===== src/rtl/dff_trace_recorder_if.sv =====
`default_nettype none
// ============================================================================
// Module   : dff_trace_recorder_if
// Brief    : Record drain port of the DFF trace recorder. The recorder
//            presents records as master and the consumer accepts as slave.
// Revision : 1.0 - initial release
// ============================================================================
interface dff_trace_recorder_if #(
    parameter int DEPTH = 8,
    parameter int TS_W  = 8
);
    localparam int c_cnt_w = $clog2(DEPTH) + 1;

    logic                 out_valid;
    logic                 out_ready;
    logic [TS_W+3:0]      out_data;
    logic [c_cnt_w-1:0]   count;
    logic                 overflow;

    modport master (
        output out_valid,
        output out_data,
        output count,
        output overflow,
        input  out_ready
    );

    modport slave (
        input  out_valid,
        input  out_data,
        input  count,
        input  overflow,
        output out_ready
    );
endinterface
`default_nettype wire


===== src/rtl/dff_trace_recorder.sv =====
`default_nettype none
// ============================================================================
// Module   : dff_trace_recorder
// Brief    : Samples {Y,Z,S,R} each clock, stores every change as a
//            timestamped record in a FWFT FIFO drained over valid/ready.
//            Optional TRACE_OVF_CNT_EN adds a saturating dropped-record count.
// Revision : 1.0 - initial release
// ============================================================================
module dff_trace_recorder #(
    parameter int DEPTH = 8,
    parameter int TS_W  = 8
) (
    input  logic                  clk,
    input  logic                  rst_n,
    input  logic                  clr,
    input  logic                  en,
    input  logic                  y,
    input  logic                  z,
    input  logic                  s,
    input  logic                  r,
    dff_trace_recorder_if.master  trc
`ifdef TRACE_OVF_CNT_EN
    ,
    output logic [7:0]            ovf_cnt
`endif
);

    localparam int c_aw    = $clog2(DEPTH);
    localparam int c_cnt_w = c_aw + 1;
    localparam int c_rec_w = TS_W + 4;

    typedef enum logic [1:0] {
        ST_IDLE = 2'd0,
        ST_ARM  = 2'd1,
        ST_RUN  = 2'd2
    } state_t;

    state_t               r_state;
    state_t               w_state_nxt;
    logic [TS_W-1:0]      r_ts;
    logic [TS_W-1:0]      w_ts_nxt;

    logic [3:0]           r_smp;
    logic [3:0]           r_prev;
    logic                 w_chg;

    logic                 w_push_req;
    logic [c_rec_w-1:0]   w_push_rec;

    logic [c_rec_w-1:0]   r_mem [DEPTH];
    logic [c_aw-1:0]      r_wr_ptr;
    logic [c_aw-1:0]      r_rd_ptr;
    logic [c_cnt_w-1:0]   r_count;
    logic                 r_overflow;

    logic                 w_valid;
    logic                 w_full;
    logic                 w_pop;
    logic                 w_push;
    logic                 w_drop;

    // ------------------------------------------------------------------
    // Input sampling and change detection
    // ------------------------------------------------------------------
    always_ff @(posedge clk or negedge rst_n) begin
        if (!rst_n) begin
            r_smp  <= 4'b0000;
            r_prev <= 4'b0000;
        end else begin
            r_smp  <= {y, z, s, r};
            r_prev <= r_smp;
        end
    end

    assign w_chg = (r_smp != r_prev);

    // ------------------------------------------------------------------
    // Recording FSM
    // ------------------------------------------------------------------
    always_ff @(posedge clk or negedge rst_n) begin
        if (!rst_n) begin
            r_state <= ST_IDLE;
            r_ts    <= '0;
        end else if (clr) begin
            r_state <= ST_IDLE;
            r_ts    <= '0;
        end else begin
            r_state <= w_state_nxt;
            r_ts    <= w_ts_nxt;
        end
    end

    always_comb begin
        w_state_nxt = r_state;
        w_ts_nxt    = r_ts;
        w_push_req  = 1'b0;
        w_push_rec  = {r_ts, r_smp};
        case (r_state)
            ST_IDLE: begin
                if (en) begin
                    w_state_nxt = ST_ARM;
                end
            end
            ST_ARM: begin
                // Baseline snapshot is stamped zero; the first RUN cycle is 1.
                w_push_req  = 1'b1;
                w_push_rec  = {{TS_W{1'b0}}, r_smp};
                w_ts_nxt    = TS_W'(1);
                w_state_nxt = en ? ST_RUN : ST_IDLE;
            end
            ST_RUN: begin
                w_ts_nxt = r_ts + TS_W'(1);
                if (!en) begin
                    w_state_nxt = ST_IDLE;
                end else if (w_chg) begin
                    w_push_req = 1'b1;
                end
            end
            default: begin
                w_state_nxt = ST_IDLE;
            end
        endcase
    end

    // ------------------------------------------------------------------
    // Record FIFO
    // ------------------------------------------------------------------
    assign w_valid = (r_count != '0);
    assign w_full  = (r_count == c_cnt_w'(DEPTH));
    assign w_pop   = w_valid && trc.out_ready && !clr;
    assign w_push  = w_push_req && !clr && (!w_full || w_pop);
    assign w_drop  = w_push_req && !clr && w_full && !w_pop;

    // When full with a simultaneous pop the write lands in the slot being vacated.
    always_ff @(posedge clk) begin
        if (w_push) begin
            r_mem[r_wr_ptr] <= w_push_rec;
        end
    end

    always_ff @(posedge clk or negedge rst_n) begin
        if (!rst_n) begin
            r_wr_ptr   <= '0;
            r_rd_ptr   <= '0;
            r_count    <= '0;
            r_overflow <= 1'b0;
        end else if (clr) begin
            r_wr_ptr   <= '0;
            r_rd_ptr   <= '0;
            r_count    <= '0;
            r_overflow <= 1'b0;
        end else begin
            if (w_push) begin
                r_wr_ptr <= r_wr_ptr + c_aw'(1);
            end
            if (w_pop) begin
                r_rd_ptr <= r_rd_ptr + c_aw'(1);
            end
            case ({w_push, w_pop})
                2'b10:   r_count <= r_count + c_cnt_w'(1);
                2'b01:   r_count <= r_count - c_cnt_w'(1);
                default: r_count <= r_count;
            endcase
            if (w_drop) begin
                r_overflow <= 1'b1;
            end
        end
    end

`ifdef TRACE_OVF_CNT_EN
    logic [7:0] r_ovf_cnt;

    always_ff @(posedge clk or negedge rst_n) begin
        if (!rst_n) begin
            r_ovf_cnt <= 8'd0;
        end else if (clr) begin
            r_ovf_cnt <= 8'd0;
        end else if (w_drop && (r_ovf_cnt != 8'hFF)) begin
            r_ovf_cnt <= r_ovf_cnt + 8'd1;
        end
    end

    assign ovf_cnt = r_ovf_cnt;
`endif

    // Empty FIFO presents zero so the head is zero out of reset.
    assign trc.out_valid = w_valid;
    assign trc.out_data  = w_valid ? r_mem[r_rd_ptr] : '0;
    assign trc.count     = r_count;
    assign trc.overflow  = r_overflow;

endmodule
`default_nettype wire


===== src/flat_wrapper.sv =====
// flat-port wrapper written by rule: the top's interface ports become plain ports
module dff_trace_recorder_flat 
#(
    parameter int DEPTH = 8,
    parameter int TS_W  = 8
)
  (clk, rst_n, clr, en, y, z, s, r, trc_out_valid, trc_out_data, trc_count, trc_overflow, trc_out_ready);
  dff_trace_recorder_if #(.DEPTH(DEPTH), .TS_W(TS_W)) trc_i ();
  input  logic clk;
  input  logic rst_n;
  input  logic clr;
  input  logic en;
  input  logic y;
  input  logic z;
  input  logic s;
  input  logic r;
  output wire logic [$bits(trc_i.out_valid)-1:0] trc_out_valid;
  output wire logic [$bits(trc_i.out_data)-1:0] trc_out_data;
  output wire logic [$bits(trc_i.count)-1:0] trc_count;
  output wire logic [$bits(trc_i.overflow)-1:0] trc_overflow;
  input wire logic [$bits(trc_i.out_ready)-1:0] trc_out_ready;
  assign trc_out_valid = trc_i.out_valid;
  assign trc_out_data = trc_i.out_data;
  assign trc_count = trc_i.count;
  assign trc_overflow = trc_i.overflow;
  assign trc_i.out_ready = trc_out_ready;
  dff_trace_recorder #(.DEPTH(DEPTH), .TS_W(TS_W)) u_core (.clk(clk), .rst_n(rst_n), .clr(clr), .en(en), .y(y), .z(z), .s(s), .r(r), .trc(trc_i));
endmodule

===== config.mk =====
export PLATFORM = sky130hd
export DESIGN_NAME = dff_trace_recorder_flat
export DESIGN_NICKNAME = d
export VERILOG_FILES = /design/src/rtl/dff_trace_recorder_if.sv /design/src/rtl/dff_trace_recorder.sv /design/src/flat_wrapper.sv
export SDC_FILE = /design/constraint.sdc
export NUM_CORES = 1
export LEC_CHECK = 0
export BUFFER_PORTS_ARGS = -buffer_cell sky130_fd_sc_hd__buf_2
export CAP_MARGIN = 20
export CORE_MARGIN = 10
export CORE_UTILIZATION = 45
export CTS_BUF_LIST = sky130_fd_sc_hd__clkbuf_8
export DETAILED_ROUTE_END_ITERATION = 12
export SLEW_MARGIN = 20
export SYNTH_ARGS = -nofsm -noshare
export SYNTH_HDL_FRONTEND = slang
export SYNTH_SLANG_ARGS = --single-unit
export TNS_END_PERCENT = 1

===== constraint.sdc =====
create_clock -name clk -period 4.1 [get_ports clk]
set_input_delay 0.41 -clock clk [delete_from_list [all_inputs] [get_ports clk]]
set_output_delay 0.41 -clock clk [all_outputs]
set_load 0.02 [all_outputs]

==> summary.md, run 1 <==
| Metric | Value |
|---|---|
| Outcome | completed |
| CTS root buf | clkbuf_8 |
| Worst-Skew Late Latency | 0.42 ns |
| Synth area leader | edfxtp_1 |
| H-Tree Depth | 4 |
| Worst clock skew | roughly 0.0085 ns |
| Fin. Hold Viols | 0 |
| Synth cell types | 44 |
| CTS tree | built |
| Top FF cell, synth | edfxtp_1 |
| Final setup TNS | 0 ns |
| Sink Count | 125 |
| Unrepaired setup endpoints after global routing | no |
| Share of the synthesized area in the top cell type | 0.548 |
| Synth area leaders | edfxtp_1 55%, dfrtp_1 14%, mux4_2 10% |
| DR pass1 iterations | 4 |
| Hold Crit Class | in -> async |
| Cell Area, Synth | 5260 um^2 |
| Total track usage | 0.132 |
| Diode count | 0 |
| Num ports | 27 |
| Fmax achieved | 309 MHz |
| YS warnings | 0 |
| Tmin final | 3.24 ns |
| Slew Limit Headroom | 0.436 |
| Least-Margin Pin Slew | 0.846 ns |
| PortBufs | 26 |
| FF-to-FF Start | u_core.r_smp[3] |
| VDD IR max | approximately 0.25 mV |
| Site Rows | 39 |
| Final Util | 0.526 |
| Critical Path End Type | register |
| Die area | 16,400 um^2 |
| Pwr dens | 555 nW/um^2 |
| Vias in the first global route | 3,026 |
| Max-slew violations | 0 |
| Final worst slack | just under 0.9 ns |
| Crit path kind | reg -> reg |
| Ratio of cells with drive above 1 in the final layout | 0.279 |
| Number of setup buffers added after CTS | 0 |
| Max clock buf depth | 2 |
| Required @ worst endpoint | 4.39 ns |
| Core Area | 11,400 um^2 |
| Crit start category | register |
| Die width | 128 um |
| Routability cong. | between 0.7 and 0.8 |
| Fillers | 960 |
| Post-DR wirelength/cell | just under 20 um |
| Most common cell after layout, fill and taps aside | edfxtp_1 |
| Cts hold-fix bufs | 0 |
| Register area share after synthesis | 0.686 |
| First-pass GRT wire length | 16.4 mm |
| Total CTS buffers | 17 |
| CP max FO | 10 |
| Detail Placement HPWL | roughly 6.5 mm |
| Final wirelength | 10.1 mm |
| Cell count after synthesis | 323 |
| Async SR Flop Fraction | 0.232 |
| Post-CTS Resized | 0 |
| Area Growth Syn to Fin | 14.2% |
| Pin count of the biggest net entering global routing | 30 |
| 1st-iter DRT viols | 188 |
| Reg clk slew, reported paths | 0.08 ns |
| Leak | 2.24 nW |
| Via count | 2,847 |
| Syn_nets | 342 |
| # setup viols final | 0 |
| Antenna violations before repair | 0 |
| Final ANT Viol Nets | 0 |
| Die height | 128 um |
| Max-cap violations | 0 |
| Most frequent cells in the layout | 96 x edfxtp_1, 29 x dfrtp_1, 26 x buf_2, 24 x mux4_2, 24 x nor2_1 |
| Nets | 383 |
| Critical Path AT | 3.52 ns |
| Final period util | 0.789 |
| Syn avg cell area | 16.3 um^2 |
| Starting Density | 0.461 |
| Overflow after GRT | 0 |
| Via density | 5.48 |
| DRC | 0 |
| Place WS | 0.903 ns |
| #FFs+latches synth | 125 |
| Crit path from | u_core.r_smp[3] |
| EDFF count, synth | 96 |
[sequential cells by signal, indices dropped and copies added (netlist names)]
signal,count
u_core.r_mem,96
u_core.r_ts,8
u_core.r_prev,4
u_core.r_smp,4
u_core.trc.count,4
u_core.r_rd_ptr,3
u_core.r_wr_ptr,3
u_core.r_state,2
u_core.trc.overflow,1
[area by class of cell]
cell class | instances | area [um^2] | area share
clock buffer | 17 | 234 | 0.0390
tap | 143 | 179 | 0.0298
clock inverter | 15 | 138 | 0.0229
inverter | 8 | 30.0 | 0.00500
multi-input combinational | 174 | 1600 | 0.266
sequential | 125 | 3610 | 0.601
timing repair buffer | 38 | 220 | 0.0367
[metrics by stage]
step | total power [mW] | hold slack, ns | instance area (um^2) | instances
after global routing | 3.52 | 0.0227 | 6010 | 520
after floorplan | 2.12 | 0.114 | 5260 | 323
final | 3.33 | 0.00707 | 6010 | 520
after global placement | 2.40 | 0.468 | 5640 | 488
after detailed placement | 2.41 | 0.477 | 5640 | 488
after CTS | 3.39 | 0.0130 | 6010 | 520
[critical path, cell delays in order, from the launching register on]
cell	delay, ns
dfrtp_1	0.48
xor2_1	0.20
o41ai_1	0.68
nand2_1	0.25
nor3_1	0.41
ha_1	0.31
a21o_1	0.19
a21oi_1	0.22
nand2_1	0.08
o221ai_1	0.18
a31oi_1	0.11
[where the power goes]
group | internal [mW] | switching (mW) | total, mW
combinational | 0.369 | 0.521 | 0.890
sequential | 1.40 | 0.0645 | 1.46
clock | 0.484 | 0.496 | 0.980
[cells in the mapped netlist (all sizes together), types with 2 or more instances]
cell    instances
edfxtp         96
dfrtp          29
mux4           24
nor2           24
mux2i          16
nor3           14
o21ai          14
clkbuf         11
nor2b          10
ha              9
nand2           9
inv             8
a21oi           6
buf             5
xor2            5
a31oi           4
nand3           4
and3            3
nand2b          3
nand4           3
a21o            2
nor4            2
nor4b           2
o211ai          2
o311a           2
xnor2           2
[layer usage]
layer / up-vias / global-route usage / wire length (um)
li1: 1340 / - / -
met1: 1440 / 0.163 / 4270
met2: 60 / 0.216 / 5110
met3: 7 / 0.0422 / 574
met4: 0 / 0.0444 / 102
met5: - / 0 / 0
[cells by family after synthesis]
logic type / synth area share
AO/OA/AOI/OAI: 0.0509
XOR/XNOR: 0.0117
multiplexers: 0.135
buffers and inverters: 0.0181
flip-flops: 0.686
adder cells (fa/ha/maj): 0.0252
AND/OR/NAND/NOR: 0.0726
[worst paths after layout]
kind | to | slack, ns | cells after the start
max | u_core.trc.count[3] | 0.86 | 10
min | u_core.r_ts[4] | 0.007 | 1
max reg2reg | u_core.trc.count[3] | 0.86 | 10
min reg2reg | u_core.r_ts[7] | 0.48 | 1
max in group asynchronous | u_core.r_smp[3] | 3.65 | 1
min in group clk | u_core.r_smp[0] | 0.09 | 1
No activity file was read; power rests on OpenSTA's default activity.
==> run 2, diff against run 1 <==
ABC_AREA = 1   (was not set)
clock period = 2.8 ns   (was 4.1 ns; I/O delays follow)
==> run 2 against run 1 <==
Effect of this change: worst setup slack got worse by 0.55 ns; sequential power rose by 40%; clock skew rose by 0.0049 ns; final cell count rose by 30%; core utilization rose by 0.45 points; non-clock buffer count rose by 9.
==> summary.md, run 2 <==
| Metric | Value |
|---|---|
| Outcome | completed |
| Die area | 16,700 um^2 |
| Worst path max stage delay | 0.40 ns |
| Post-synthesis mux area share | 0 |
| DR pass1 iterations | 4 |
| Final period util | 0.888 |
| Slew Limit Headroom | 0.463 |
| Switching pwr | 0.959 mW |
| Required @ worst endpoint | roughly 2.5 ns |
| Cell count after synthesis | 472 |
| Crit path cell chain | inv_1, buf_4, o21ai_0, o22ai_1, o21ai_0, a31oi_1, buf_2 |
| Unrepaired setup endpoints after global routing | no |
| Via density | 5.26 |
| Worst-Skew Late Latency | 0.42 ns |
| Fin. Hold Viols | 0 |
| Synth cell types | 32 |
| Final ANT Viol Nets | 0 |
| VDD IR max | 0.314 mV |
| Worst clock skew | 0.0134 ns |
| Core Area | 11,500 um^2 |
| Sw Ratio | 0.254 |
| Fraction of the mapped netlist area in simple logic gates | 0.142 |
| Adder-Cell Fraction of Synth Area | 0.0248 |
| Final worst slack | 0.314 ns |
| Overflow after GRT | 0 |
| Synth area leader | edfxtp_1 |
| Die width | approximately 130 um |
| Starting Density | 0.465 |
| Vias in the first global route | 3,608 |
| # setup viols final | 0 |
| DRC | 0 |
| 1st-iter DRT viols | 256 |
| Num ports | 27 |
| Largest family of logic cells by synthesized area | simple AND/OR/NAND/NOR gates |
| Critical path buffer and inverter count | 3 |
| Fmax achieved | about 400 MHz |
| Cell mode on critical path | o21ai_0 |
| Max FFs per register | 96 |
| Tmin final | 2.49 ns |
| First-pass GRT wire length | 18.9 mm |
| Syn avg cell area | 11.3 um^2 |
| Delay-heaviest family, CP | buffers and inverters |
| Pin count of the biggest net entering global routing | slightly below 50 |
| Site Rows | 39 |
| Critical Path AT | 2.21 ns |
| Total CTS buffers | 17 |
| CTS tree | built |
| Final wirelength | 11.1 mm |
| Post-DR wirelength/cell | approximately 16 um |
| Pwr dens | 618 nW/um^2 |
| Hold Crit Class | in -> reg |
| Top cells by count, synth | 96 x edfxtp_1, 96 x nor2_1, 65 x o21ai_0, 46 x nand2_1, 35 x inv_1 |
| Sequential share of power | 0.543 |
| Final setup TNS | 0 ns |
| Top FF cell, synth | edfxtp_1 |
| Least-Margin Pin Slew | 0.805 ns |
| Synth area leaders | edfxtp_1 54%, dfrtp_1 14%, nor2_1 6.7% |
| #FFs+latches synth | 125 |
| Nets | 538 |
| Internal Pwr Total | 2.82 mW |
| Via count | 3,551 |
| Syn_nets | ~490 |
| CTS root buf | clkbuf_8 |
| Crit path kind | reg -> out |
| EDFF count, synth | 96 |
| Max clock buf depth | 2 |
| Routability cong. | 0.786 |
| Critical Path End Type | primary output |
| Sink Count | between 100 and 150 |
| H-Tree Depth | 4 |
| Crit start category | register |
| Slowest CP cell | inv_1 |
| Max-cap violations | 0 |
| Diode count | 0 |
| Antenna violations before repair | 0 |
| Async SR Flop Fraction | 0.232 |
| Largest register by flop count | u_core.r_mem |
| Cell Area, Synth | around 5400 um^2 |
| Ratio of cells with drive above 1 in the final layout | 0.165 |
| Most frequent cells in the layout | 96 x nor2_1, 96 x edfxtp_1, 65 x o21ai_0, 46 x nand2_1, 35 x inv_1 |
| YS warnings | 0 |
| Comb power frac | 0.085 |
| Die height | 129 um |
| PortBufs | 26 |
| Reg clk slew, reported paths | 0.07 ns |
| Area Growth Syn to Fin | 14.2% |
| CP max FO | 14 |
| Register area share after synthesis | 0.674 |
| Detail Placement HPWL | 6.91 mm |
| Clock power share | 0.372 |
| Share of the synthesized area in the top cell type | 0.539 |
| Top Registers | u_core.r_mem: 96 flops, u_core.r_ts: 8 flops |
| Place WS | about 0.33 ns |
| Total track usage | 0.147 |
| Post-synthesis compound-gate area fraction | 0.114 |
| Leak | 2.48 nW |
| Max-slew violations | 0 |
| Number of setup buffers added after CTS | 0 |
| XOR/XNOR share of the synthesized area | 0.00327 |
[run 2: cell count changes after synthesis, sizes merged, moves of 4 or more]
cell,change
a31oi,+8
inv,+29
mux2i,-16
mux4,-24
nand2,+44
nand3,+5
nor2,+75
nor2b,-10
nor3,-11
o21ai,+57
o22ai,+14
o32ai,+4
[run 2: worst register-to-register path, cell delays in order (launching register included)]
cell and delay, ns:
dfrtp_1 0.36, inv_1 0.09, ha_1 0.29, inv_1 0.04, nor2_1 0.32, nand2_4 0.12, nand2_4 0.13, inv_2 0.07
ha_1 0.31, a21oi_1 0.14, nand2_1 0.07, xor2_1 0.17, inv_1 0.06, nand2_1 0.06, nand2_1 0.05, nand2_1 0.06
nand2_1 0.04
[run 2: metrics by stage]
| step | hold WS, ns | power, mW | instances | util | instance area, um^2 |
|---|---|---|---|---|---|
| 3_5_place_dp | 0.356 | 2.41 | 638 | 0.495 | 5700 |
| 5_1_grt | 0.159 | 3.96 | 675 | 0.531 | 6110 |
| 4_1_cts | 0.123 | 3.83 | 675 | 0.531 | 6110 |
| 2_1_floorplan | -0.0156 | 2.30 | 472 | - | 5350 |
| 6_report | 0.143 | 3.78 | 675 | 0.531 | 6110 |
| 3_3_place_gp | 0.354 | 2.40 | 638 | 0.495 | 5700 |
[run 2: power by group through the flow]
| stage | logic (mW) | registers [mW] | clock network (mW) |
|---|---|---|---|
| after floorplan | 0.218 | 2.09 | 0 |
| final | 0.320 | 2.05 | 1.41 |
| after global routing | 0.365 | 2.06 | 1.54 |
| after global placement | 0.314 | 2.09 | 0 |
| after detailed placement | 0.321 | 2.09 | 0 |
| after CTS | 0.327 | 2.05 | 1.45 |
[run 2: what timing repair did]
action                     CTS  global route
resized for setup            0             0
hold buffers                 5             0
setup endpoints to repair    0             0
hold endpoints to repair    33             0
[run 2: path summary, 6_finish.rpt]
kind	start	slack, ns	end	depth (start not counted)
max	u_core.r_rd_ptr[1]	0.31	trc_out_data[8]	7
min	en	0.14	u_core.r_state[1]	3
max reg2reg	u_core.r_state[0]	0.33	u_core.trc.count[3]	16
min reg2reg	u_core.trc.overflow	0.54	u_core.trc.overflow	1
max in group asynchronous	rst_n	1.93	u_core.r_smp[2]	2
min in group asynchronous	rst_n	0.42	u_core.r_ts[4]	2
[run 2: kinds of logic (layout without fill, tap and decap cells)]
| logic type | after synthesis | count (layout) |
|---|---|---|
| compound gates | 109 | 109 |
| xor+xnor | 2 | 2 |
| fa+ha+maj | 10 | 10 |
| buf+inv | 56 | 116 |
| flops | 125 | 125 |
| simple gates | 170 | 170 |
[run 2: layout make-up]
| class | instances | area, um^2 |
|---|---|---|
| clock buffers | 17 | 234 |
| clock inverters | 15 | 125 |
| fillers | 993 | 5410 |
| inverters | 37 | 141 |
| multi-input cells | 291 | 1520 |
| flip-flops and latches | 125 | 3610 |
| well taps | 143 | 179 |
| repair buffers | 47 | 300 |
[run 2: layer usage]
layer / share of wire / track usage
met4: 0.010 / 0.0495
met2: 0.49 / 0.240
met5: 0 / 0
met1: 0.43 / 0.178
met3: 0.067 / 0.0506
